**src/rtl/dcache_port_arbiter_if.sv**
```systemverilog
// Handshake bundle between load/store requesters, the data cache and the port arbiter.
// Latency: none (wires only).
// Backpressure: the arbiter side drives grants and busy; the environment side drives c_ready/c_valid.
interface dcache_port_arbiter_if #(
    parameter int ADDR_W = 64,
    parameter int DATA_W = 64,
    parameter int TAG_W  = 6
);
    logic              ld_req;
    logic [ADDR_W-1:0] ld_addr;
    logic [TAG_W-1:0]  ld_tag;
    logic              ld_gnt;
    logic              ld_done;
    logic [TAG_W-1:0]  ld_done_tag;
    logic [DATA_W-1:0] ld_data;
    logic              st_req;
    logic [ADDR_W-1:0] st_addr;
    logic [DATA_W-1:0] st_data;
    logic [1:0]        st_size;
    logic              st_gnt;
    logic              st_done;
    logic              flush;
    logic              c_req;
    logic              c_we;
    logic [ADDR_W-1:0] c_addr;
    logic [DATA_W-1:0] c_wdata;
    logic [1:0]        c_size;
    logic              c_ready;
    logic              c_valid;
    logic [DATA_W-1:0] c_rdata;
    logic              backend_busy;
    logic              retire_busy;

    modport slave (
        input  ld_req, ld_addr, ld_tag, st_req, st_addr, st_data, st_size, flush,
               c_ready, c_valid, c_rdata,
        output ld_gnt, ld_done, ld_done_tag, ld_data, st_gnt, st_done,
               c_req, c_we, c_addr, c_wdata, c_size, backend_busy, retire_busy
    );

    modport master (
        output ld_req, ld_addr, ld_tag, st_req, st_addr, st_data, st_size, flush,
               c_ready, c_valid, c_rdata,
        input  ld_gnt, ld_done, ld_done_tag, ld_data, st_gnt, st_done,
               c_req, c_we, c_addr, c_wdata, c_size, backend_busy, retire_busy
    );
endinterface

```
**src/rtl/dcache_port_arbiter.sv**
```systemverilog
// Arbitrates backend loads and retire stores onto the single data-cache port; one request in flight.
// Latency: grant at T, c_req at T+1, done pulse at T+2 at the earliest.
// Backpressure: requests hold until their combinational grant; c_req holds its fields until c_ready.
module dcache_port_arbiter #(
    parameter int ADDR_W       = 64,
    parameter int DATA_W       = 64,
    parameter int TAG_W        = 6,
    parameter int STARVE_LIMIT = 4
) (
    input logic                  clk,
    input logic                  reset,
    dcache_port_arbiter_if.slave bus
);
    typedef enum logic [2:0] {IDLE, LOAD_REQ, STORE_REQ, WAIT, DROP} state_t;
    localparam int CNT_W = $clog2(STARVE_LIMIT + 1);

    state_t            state, state_nxt;
    logic [CNT_W-1:0]  starve_cnt, starve_nxt;
    logic [ADDR_W-1:0] req_addr;
    logic [DATA_W-1:0] req_wdata;
    logic [1:0]        req_size;
    logic [TAG_W-1:0]  req_tag;
    logic              req_is_st;
    logic              killed;
    logic              idle, starved, ld_win, st_win, complete;
    logic              ld_done_nxt, st_done_nxt;
    logic              ld_done_q, st_done_q;
    logic [DATA_W-1:0] ld_data_q;
    logic [TAG_W-1:0]  ld_done_tag_q;

    // Grants and busy are gated by reset so every output is low while it is asserted.
    assign idle    = (state == IDLE);
    assign starved = (starve_cnt == CNT_W'(STARVE_LIMIT));
    assign ld_win  = reset & idle & bus.ld_req & ~bus.flush & (~bus.st_req | starved);
    assign st_win  = reset & idle & bus.st_req & ~ld_win;

    always_comb begin
        state_nxt = state;
        complete  = 1'b0;
        case (state)
            IDLE: begin
                if (ld_win)      state_nxt = LOAD_REQ;
                else if (st_win) state_nxt = STORE_REQ;
            end
            LOAD_REQ, STORE_REQ: begin
                if (bus.c_ready) begin
                    if (bus.c_valid) begin
                        complete  = 1'b1;
                        state_nxt = IDLE;
                    end else if (state == LOAD_REQ && (killed || bus.flush)) begin
                        state_nxt = DROP;
                    end else begin
                        state_nxt = WAIT;
                    end
                end
            end
            WAIT: begin
                if (bus.c_valid) begin
                    complete  = 1'b1;
                    state_nxt = IDLE;
                end else if (bus.flush && !req_is_st) begin
                    state_nxt = DROP;
                end
            end
            DROP: begin
                if (bus.c_valid) state_nxt = IDLE;
            end
            default: state_nxt = IDLE;
        endcase
    end

    // A flush in the completion cycle still suppresses the load's done pulse.
    assign ld_done_nxt = complete & ~req_is_st & ~killed & ~bus.flush;
    assign st_done_nxt = complete & req_is_st;

    always_comb begin
        starve_nxt = starve_cnt;
        if (ld_win || !bus.ld_req)   starve_nxt = '0;
        else if (st_win && !starved) starve_nxt = starve_cnt + CNT_W'(1);
    end

    always_ff @(posedge clk or negedge reset) begin
        if (!reset) begin
            state         <= IDLE;
            starve_cnt    <= '0;
            req_addr      <= '0;
            req_wdata     <= '0;
            req_size      <= '0;
            req_tag       <= '0;
            req_is_st     <= 1'b0;
            killed        <= 1'b0;
            ld_done_q     <= 1'b0;
            st_done_q     <= 1'b0;
            ld_data_q     <= '0;
            ld_done_tag_q <= '0;
        end else begin
            state      <= state_nxt;
            starve_cnt <= starve_nxt;
            ld_done_q  <= ld_done_nxt;
            st_done_q  <= st_done_nxt;
            if (ld_win) begin
                req_addr  <= bus.ld_addr;
                req_wdata <= '0;
                req_size  <= 2'd3;
                req_tag   <= bus.ld_tag;
                req_is_st <= 1'b0;
            end else if (st_win) begin
                req_addr  <= bus.st_addr;
                req_wdata <= bus.st_data;
                req_size  <= bus.st_size;
                req_is_st <= 1'b1;
            end
            if (ld_win || st_win)                      killed <= 1'b0;
            else if (state == LOAD_REQ && bus.flush)   killed <= 1'b1;
            if (ld_done_nxt) begin
                ld_data_q     <= bus.c_rdata;
                ld_done_tag_q <= req_tag;
            end
        end
    end

    assign bus.ld_gnt       = ld_win;
    assign bus.st_gnt       = st_win;
    assign bus.ld_done      = ld_done_q;
    assign bus.st_done      = st_done_q;
    assign bus.ld_data      = ld_data_q;
    assign bus.ld_done_tag  = ld_done_tag_q;
    assign bus.c_req        = (state == LOAD_REQ) || (state == STORE_REQ);
    assign bus.c_we         = (state == STORE_REQ);
    assign bus.c_addr       = req_addr;
    assign bus.c_wdata      = req_wdata;
    assign bus.c_size       = req_size;
    assign bus.backend_busy = reset & (~idle | (bus.ld_req & ~ld_win));
    assign bus.retire_busy  = reset & (~idle | (bus.st_req & ~st_win));
endmodule

```
**src/flat_wrapper.sv**
```systemverilog
// flat-port wrapper written by rule: the top's interface ports become plain ports
module dcache_port_arbiter_flat 
#(
    parameter int ADDR_W       = 64,
    parameter int DATA_W       = 64,
    parameter int TAG_W        = 6,
    parameter int STARVE_LIMIT = 4
)
  (clk, reset, bus_ld_req, bus_ld_addr, bus_ld_tag, bus_st_req, bus_st_addr, bus_st_data, bus_st_size, bus_flush, bus_c_ready, bus_c_valid, bus_c_rdata, bus_ld_gnt, bus_ld_done, bus_ld_done_tag, bus_ld_data, bus_st_gnt, bus_st_done, bus_c_req, bus_c_we, bus_c_addr, bus_c_wdata, bus_c_size, bus_backend_busy, bus_retire_busy);
  dcache_port_arbiter_if #(.ADDR_W(ADDR_W), .DATA_W(DATA_W), .TAG_W(TAG_W)) bus_i ();
  input logic clk;
  input logic reset;
  input wire logic [$bits(bus_i.ld_req)-1:0] bus_ld_req;
  input wire logic [$bits(bus_i.ld_addr)-1:0] bus_ld_addr;
  input wire logic [$bits(bus_i.ld_tag)-1:0] bus_ld_tag;
  input wire logic [$bits(bus_i.st_req)-1:0] bus_st_req;
  input wire logic [$bits(bus_i.st_addr)-1:0] bus_st_addr;
  input wire logic [$bits(bus_i.st_data)-1:0] bus_st_data;
  input wire logic [$bits(bus_i.st_size)-1:0] bus_st_size;
  input wire logic [$bits(bus_i.flush)-1:0] bus_flush;
  input wire logic [$bits(bus_i.c_ready)-1:0] bus_c_ready;
  input wire logic [$bits(bus_i.c_valid)-1:0] bus_c_valid;
  input wire logic [$bits(bus_i.c_rdata)-1:0] bus_c_rdata;
  output wire logic [$bits(bus_i.ld_gnt)-1:0] bus_ld_gnt;
  output wire logic [$bits(bus_i.ld_done)-1:0] bus_ld_done;
  output wire logic [$bits(bus_i.ld_done_tag)-1:0] bus_ld_done_tag;
  output wire logic [$bits(bus_i.ld_data)-1:0] bus_ld_data;
  output wire logic [$bits(bus_i.st_gnt)-1:0] bus_st_gnt;
  output wire logic [$bits(bus_i.st_done)-1:0] bus_st_done;
  output wire logic [$bits(bus_i.c_req)-1:0] bus_c_req;
  output wire logic [$bits(bus_i.c_we)-1:0] bus_c_we;
  output wire logic [$bits(bus_i.c_addr)-1:0] bus_c_addr;
  output wire logic [$bits(bus_i.c_wdata)-1:0] bus_c_wdata;
  output wire logic [$bits(bus_i.c_size)-1:0] bus_c_size;
  output wire logic [$bits(bus_i.backend_busy)-1:0] bus_backend_busy;
  output wire logic [$bits(bus_i.retire_busy)-1:0] bus_retire_busy;
  assign bus_i.ld_req = bus_ld_req;
  assign bus_i.ld_addr = bus_ld_addr;
  assign bus_i.ld_tag = bus_ld_tag;
  assign bus_i.st_req = bus_st_req;
  assign bus_i.st_addr = bus_st_addr;
  assign bus_i.st_data = bus_st_data;
  assign bus_i.st_size = bus_st_size;
  assign bus_i.flush = bus_flush;
  assign bus_i.c_ready = bus_c_ready;
  assign bus_i.c_valid = bus_c_valid;
  assign bus_i.c_rdata = bus_c_rdata;
  assign bus_ld_gnt = bus_i.ld_gnt;
  assign bus_ld_done = bus_i.ld_done;
  assign bus_ld_done_tag = bus_i.ld_done_tag;
  assign bus_ld_data = bus_i.ld_data;
  assign bus_st_gnt = bus_i.st_gnt;
  assign bus_st_done = bus_i.st_done;
  assign bus_c_req = bus_i.c_req;
  assign bus_c_we = bus_i.c_we;
  assign bus_c_addr = bus_i.c_addr;
  assign bus_c_wdata = bus_i.c_wdata;
  assign bus_c_size = bus_i.c_size;
  assign bus_backend_busy = bus_i.backend_busy;
  assign bus_retire_busy = bus_i.retire_busy;
  dcache_port_arbiter #(.ADDR_W(ADDR_W), .DATA_W(DATA_W), .TAG_W(TAG_W), .STARVE_LIMIT(STARVE_LIMIT)) u_core (.clk(clk), .reset(reset), .bus(bus_i));
endmodule
```
**config.mk**
```make
export PLATFORM = sky130hd
export DESIGN_NAME = dcache_port_arbiter_flat
export DESIGN_NICKNAME = d
export VERILOG_FILES = /design/src/rtl/dcache_port_arbiter_if.sv /design/src/rtl/dcache_port_arbiter.sv /design/src/flat_wrapper.sv
export SDC_FILE = /design/constraint.sdc
export NUM_CORES = 1
export LEC_CHECK = 0
export CAP_MARGIN = 20
export CORE_AREA = 2 2 186 188
export CTS_CLUSTER_SIZE = 30
export DETAILED_ROUTE_END_ITERATION = 12
export DIE_AREA = 0 0 188 190
export RECOVER_POWER = 25
export SYNTH_ARGS = -nofsm -noshare
export SYNTH_HDL_FRONTEND = slang
export SYNTH_SLANG_ARGS = --single-unit
export TNS_END_PERCENT = 20
```
**constraint.sdc**
```tcl
create_clock -name clk -period 5.6 [get_ports clk]
set_input_delay 1.12 -clock clk [delete_from_list [all_inputs] [get_ports clk]]
set_output_delay 1.12 -clock clk [all_outputs]
set_load 0.01 [all_outputs]
```
# Word level (Yosys, flattened, before mapping)
# Cells that the tools add are included.
# totals
ff_bits	216
output_inout_bits	208
wordCells	87
# classes
addsub	1
eq_ne	9
n_mux	24
bitwise	24
reduce_logical	17
# ops
operator	n
64-bit 2-to-1 mux	4
3-bit 2-to-1 mux	10
1-bit bitwise AND	14
3-bit one-hot mux with 4 select lines	1
1-bit inverter	7
3-bit by 2-bit == test with 1-bit output (second input constant)	2
3-bit == test (second input constant)	2
1-bit 2-to-1 mux	6
2-bit nonzero test	3
1-bit logical AND	4
1-bit logical OR	4
2-bit 2-to-1 mux	2
2-bit inequality test (second input constant)	2
4-bit AND reduction	1
3-bit by 1-bit adder with 3-bit output (second input constant)	1
3-bit by 1-bit == test with 1-bit output (second input constant)	1
1-bit zero test	3
3-bit zero test	1
3-bit by 2-bit inequality test with 1-bit output (second input constant)	1
3-bit inequality test (second input constant)	1
1-bit OR	3
1-bit one-hot mux with 2 select lines	1
2-bit OR reduction	1

# Logic depth before layout (Yosys ltp)
# logic_depth
ltp_word	11
mapped_depth	9
mapped_depth_nobuf	6

# Worst setup path after synthesis
# Ideal clock, no wire load.
# synth_timing
kind	in2out
start	input port bus_st_req
end	output port bus_st_gnt
arrival_time_ns	2.161
required_time_ns	4.480
setup_slack_ns	2.319
path_stages	5
n_path_buf	2
path_cell_list	clkbuf_1 -> a21boi_0 -> nor2_1 -> nor2_1 -> buf_1
# synth_via
elab_chain_cells	5
word_cells_on_any_way	6
classes_between	6 x bitwise
# synth_lines
item	line_no	rtl
start: declaration	flat_wrapper.sv:16	input wire logic [$bits(bus_i.st_req)-1:0] bus_st_req;
1-bit inverter	dcache_port_arbiter.sv:34	assign ld_win = reset & idle & bus.ld_req & ~bus.flush & (~bus.st_req | starved);
1-bit OR	dcache_port_arbiter.sv:34	
1-bit bitwise AND	dcache_port_arbiter.sv:34	
1-bit inverter	dcache_port_arbiter.sv:35	assign st_win = reset & idle & bus.st_req & ~ld_win;
1-bit bitwise AND *	dcache_port_arbiter.sv:35	
end: declaration	flat_wrapper.sv:28	output wire logic [$bits(bus_i.st_gnt)-1:0] bus_st_gnt;
# Every way passes the cells marked *; elsewhere a longest branch is shown, timed or not.

# Worst setup path in the final report
# layout_timing
start	input port bus_st_req
end	output port bus_ld_gnt
# layout_via
elab_chain_cells	3
# layout_lines
item	line_no	rtl
1-bit inverter	dcache_port_arbiter.sv:34	
1-bit OR	dcache_port_arbiter.sv:34	
1-bit bitwise AND	dcache_port_arbiter.sv:34	
end: declaration	flat_wrapper.sv:24	output wire logic [$bits(bus_i.ld_gnt)-1:0] bus_ld_gnt;
# Every way passes these cells.

==> flow_summary.yaml <==
layout:
  final_nets: 1402
  syn_to_final_growth_pct: 69.5
  final_cell_count_no_fill: 1602
  design_area_um2: 14700
  drive_gt1_frac: 0.116
  final_util: 0.434
timing:
  fin_crit_sh: 0.813
  fin_tns_setup_ns: 0
  drv_slew: 0
  whs_ns: 0.420
  maxSlewHeadroom: 0.306
  setup_violations: 0
  hold_viol: 0
  fin_skew_ns: 0.0135
  fin_ws_ns: 1.05
  post-route-min-period_ns: 4.55
  rsz0062_at_grt: "false"
  worst_slew_pin_slew_ns: 1.04
  fmax_mhz: 220
worst_setup_path:
  start_kind: "input pin"
  required_ns: 4.48
  worst_setup_path_end_kind: "primary output"
  arrival_ns: 3.43
  regToRegSetupSlack_ns: 2.91
  worst-setup-path-type: "input pin to primary output"
  cp_max_fo: 16
global_routing:
  antenna_found_initial: 1
  grt_pass1_wl_um: 42600
  overflow: 0
  grt_max_degree: 77
  grt_pass1_vias: 7136
  global_route.usage.total: 0.152
clock_network:
  cts_tree: "done"
  clock_latency_ns: 0.53
  clockBufferDepth: 3
  numCtsBuffers: 26
  post_cts_buffers: 0
  clkTransAtPathRegs_ns: 0.06
  clock_sinks: 216
  cts_hold_buf: 0
  root_buffer: "clkbuf_16"
  cts.repair.resized: 0
  cts_max_level: 1
placed_design:
  numPortBuffers: 478
  dp_slack_ns: 1.13
  dp_hpwl_um: 20700
  placed_area_um2: 13900
  gp_congestion: 0.788
  dp_cells: 1556
synth:
  synth.distinct_cells: 35
  async_flop_share: 1.00
  yosysWarningCount: 0
  netlist_instances: 663
  ys_seq_area_frac: 0.622
  syn-cell-area_um2: 8690
  synth_seq_cells: 216
  syn-num-nets: 936
  ys.flop_type: "dfrtp_1"
  synth_edf_count: 0
  syn_avg_cell_area_um2: 13.1
die:
  die-area_um2: 35700
  initial_core_util: 0.256
  core_area_um2: 33900
  io_pins: 479
  die_w_um: 188
  rows: 68
  die-height_um: 190
power:
  cellLeakagePower_nw: 6.79
  peakVddDrop_mv: 0.228
  power_density_nw_per_um2: 484
  power.total_mw: 7.13
drt:
  drc: 0
  drtAntennaViolNets: 0
  routed_wl_um: 28300
  wl_per_cell_um: 17.7
  drt_iter0_markers: 302
  first_pass_iters: 6
  route.vias.total: 6985
  viasPerCell: 4.36
hold_path:
  min_path_type: "input pin to async pin"
flow_run:
  cap_viol_max_count: 0
run_status:
  status: "completed"
cell type report:
| class | count | area [um^2] |
|---|---|---|
| diodes | 1 | 2.50 |
| clock buffers | 36 | 738 |
| clock inverters | 9 | 88.8 |
| fillers | 3157 | 19200 |
| inverters | 7 | 26.3 |
| multi-input cells | 392 | 3040 |
| flip-flops and latches | 216 | 5410 |
| well taps | 455 | 569 |
| repair buffers | 486 | 4850 |
state kept, by name, indices dropped and copies added (netlist names):
name                    flops
u_core.bus.ld_data         64
u_core.starve_cnt           3
u_core.bus.ld_done_tag      6
u_core.req_is_st            1
u_core.bus.c_addr          64
u_core.state                3
u_core.bus.c_wdata         64
u_core.killed               1
u_core.req_tag              6
u_core.bus.c_size           2
u_core.bus.ld_done          1
u_core.bus.st_done          1
Yosys cell counts, types with 2 or more instances:
cell | number | share of area
buf_2 | 16 | 0.0092
nand4_1 | 2 | 0.0014
a21boi_0 | 5 | 0.0043
nand2_1 | 67 | 0.029
o31ai_1 | 2 | 0.0017
nor2_1 | 12 | 0.0052
o21ai_1 | 28 | 0.016
nor3_1 | 6 | 0.0035
a22o_1 | 64 | 0.065
mux2i_1 | 66 | 0.076
nand3_1 | 2 | 0.0012
buf_1 | 2 | 0.00086
a21oi_1 | 3 | 0.0017
dfrtp_1 | 216 | 0.62
mux2_2 | 78 | 0.10
ha_1 | 2 | 0.0029
o21ai_0 | 38 | 0.022
buf_6 | 5 | 0.0065
xnor2_1 | 2 | 0.0020
o32a_1 | 3 | 0.0035
inv_1 | 6 | 0.0026
clkbuf_1 | 25 | 0.011
per-layer routing:
metal / up-vias / global-route usage / wire, um
met4: 0 / 0.0485 / 702
li1: 3310 / - / -
met5: - / 0 / 0
met1: 3362 / 0.189 / 11400
met2: 270 / 0.260 / 14200
met3: 43 / 0.0347 / 1940
logic make-up after synthesis:
group                      after synthesis  synth area share
adders and majority gates                3           0.00403
AOI/OAI and AO/OA                      147             0.118
and+or+nand+nor                         95            0.0455
xor gates and xnor gates                 3           0.00303
muxes                                  144             0.177
DFF                                    216             0.622
buffers and inverters                   55            0.0304
final timing paths:
check,from,endpoint,depth (start not counted)
worst min register to register,u_core.bus.c_addr[2],u_core.bus.c_addr[2],2
worst min-delay path,reset,u_core.bus.ld_data[62],1
worst max register to register,u_core.starve_cnt[0],u_core.req_tag[5],6
worst max-delay path,bus_st_req,bus_ld_gnt,5
max in group asynchronous,reset,u_core.bus.c_addr[47],3
min in group clk,u_core.bus.c_addr[2],u_core.bus.c_addr[2],2
critical path: stages:
cell             delay, ns
dlygate4sd3_1         0.74
a21boi_0              0.37
or3_4                 0.35
clkinv_1              0.29
clkdlybuf4s50_1       0.56
power by group:
group	switching [mW]	internal [mW]	total, mW
Clock	0.660	0.965	1.62
Sequential	0.385	2.24	2.62
Combinational	1.14	1.74	2.88
cells in the final DEF, fill, tap and decap left out, types with 2 or more instances in the layout:
| cell | Yosys | final |
|---|---|---|
| nor3_1 | 6 | 6 |
| a22o_1 | 64 | 64 |
| clkdlybuf4s50_1 | 0 | 468 |
| mux2_2 | 78 | 78 |
| dlygate4sd3_1 | 0 | 9 |
| a21boi_0 | 5 | 5 |
| inv_1 | 6 | 6 |
| clkbuf_16 | 0 | 26 |
| nor2_1 | 12 | 11 |
| ha_1 | 2 | 2 |
| clkinv_2 | 0 | 5 |
| o32a_1 | 3 | 3 |
| o21ai_1 | 28 | 28 |
| nand2_1 | 67 | 67 |
| clkbuf_1 | 25 | 5 |
| mux2i_1 | 66 | 66 |
| clkbuf_8 | 0 | 5 |
| nand4_1 | 2 | 2 |
| nand3_1 | 2 | 2 |
| dfrtp_1 | 216 | 216 |
| buf_4 | 0 | 8 |
| o31ai_1 | 2 | 2 |
| xnor2_1 | 2 | 2 |
| o21ai_0 | 38 | 38 |
| a21oi_1 | 3 | 3 |
Note: power is estimated with default switching activity, not from simulation.
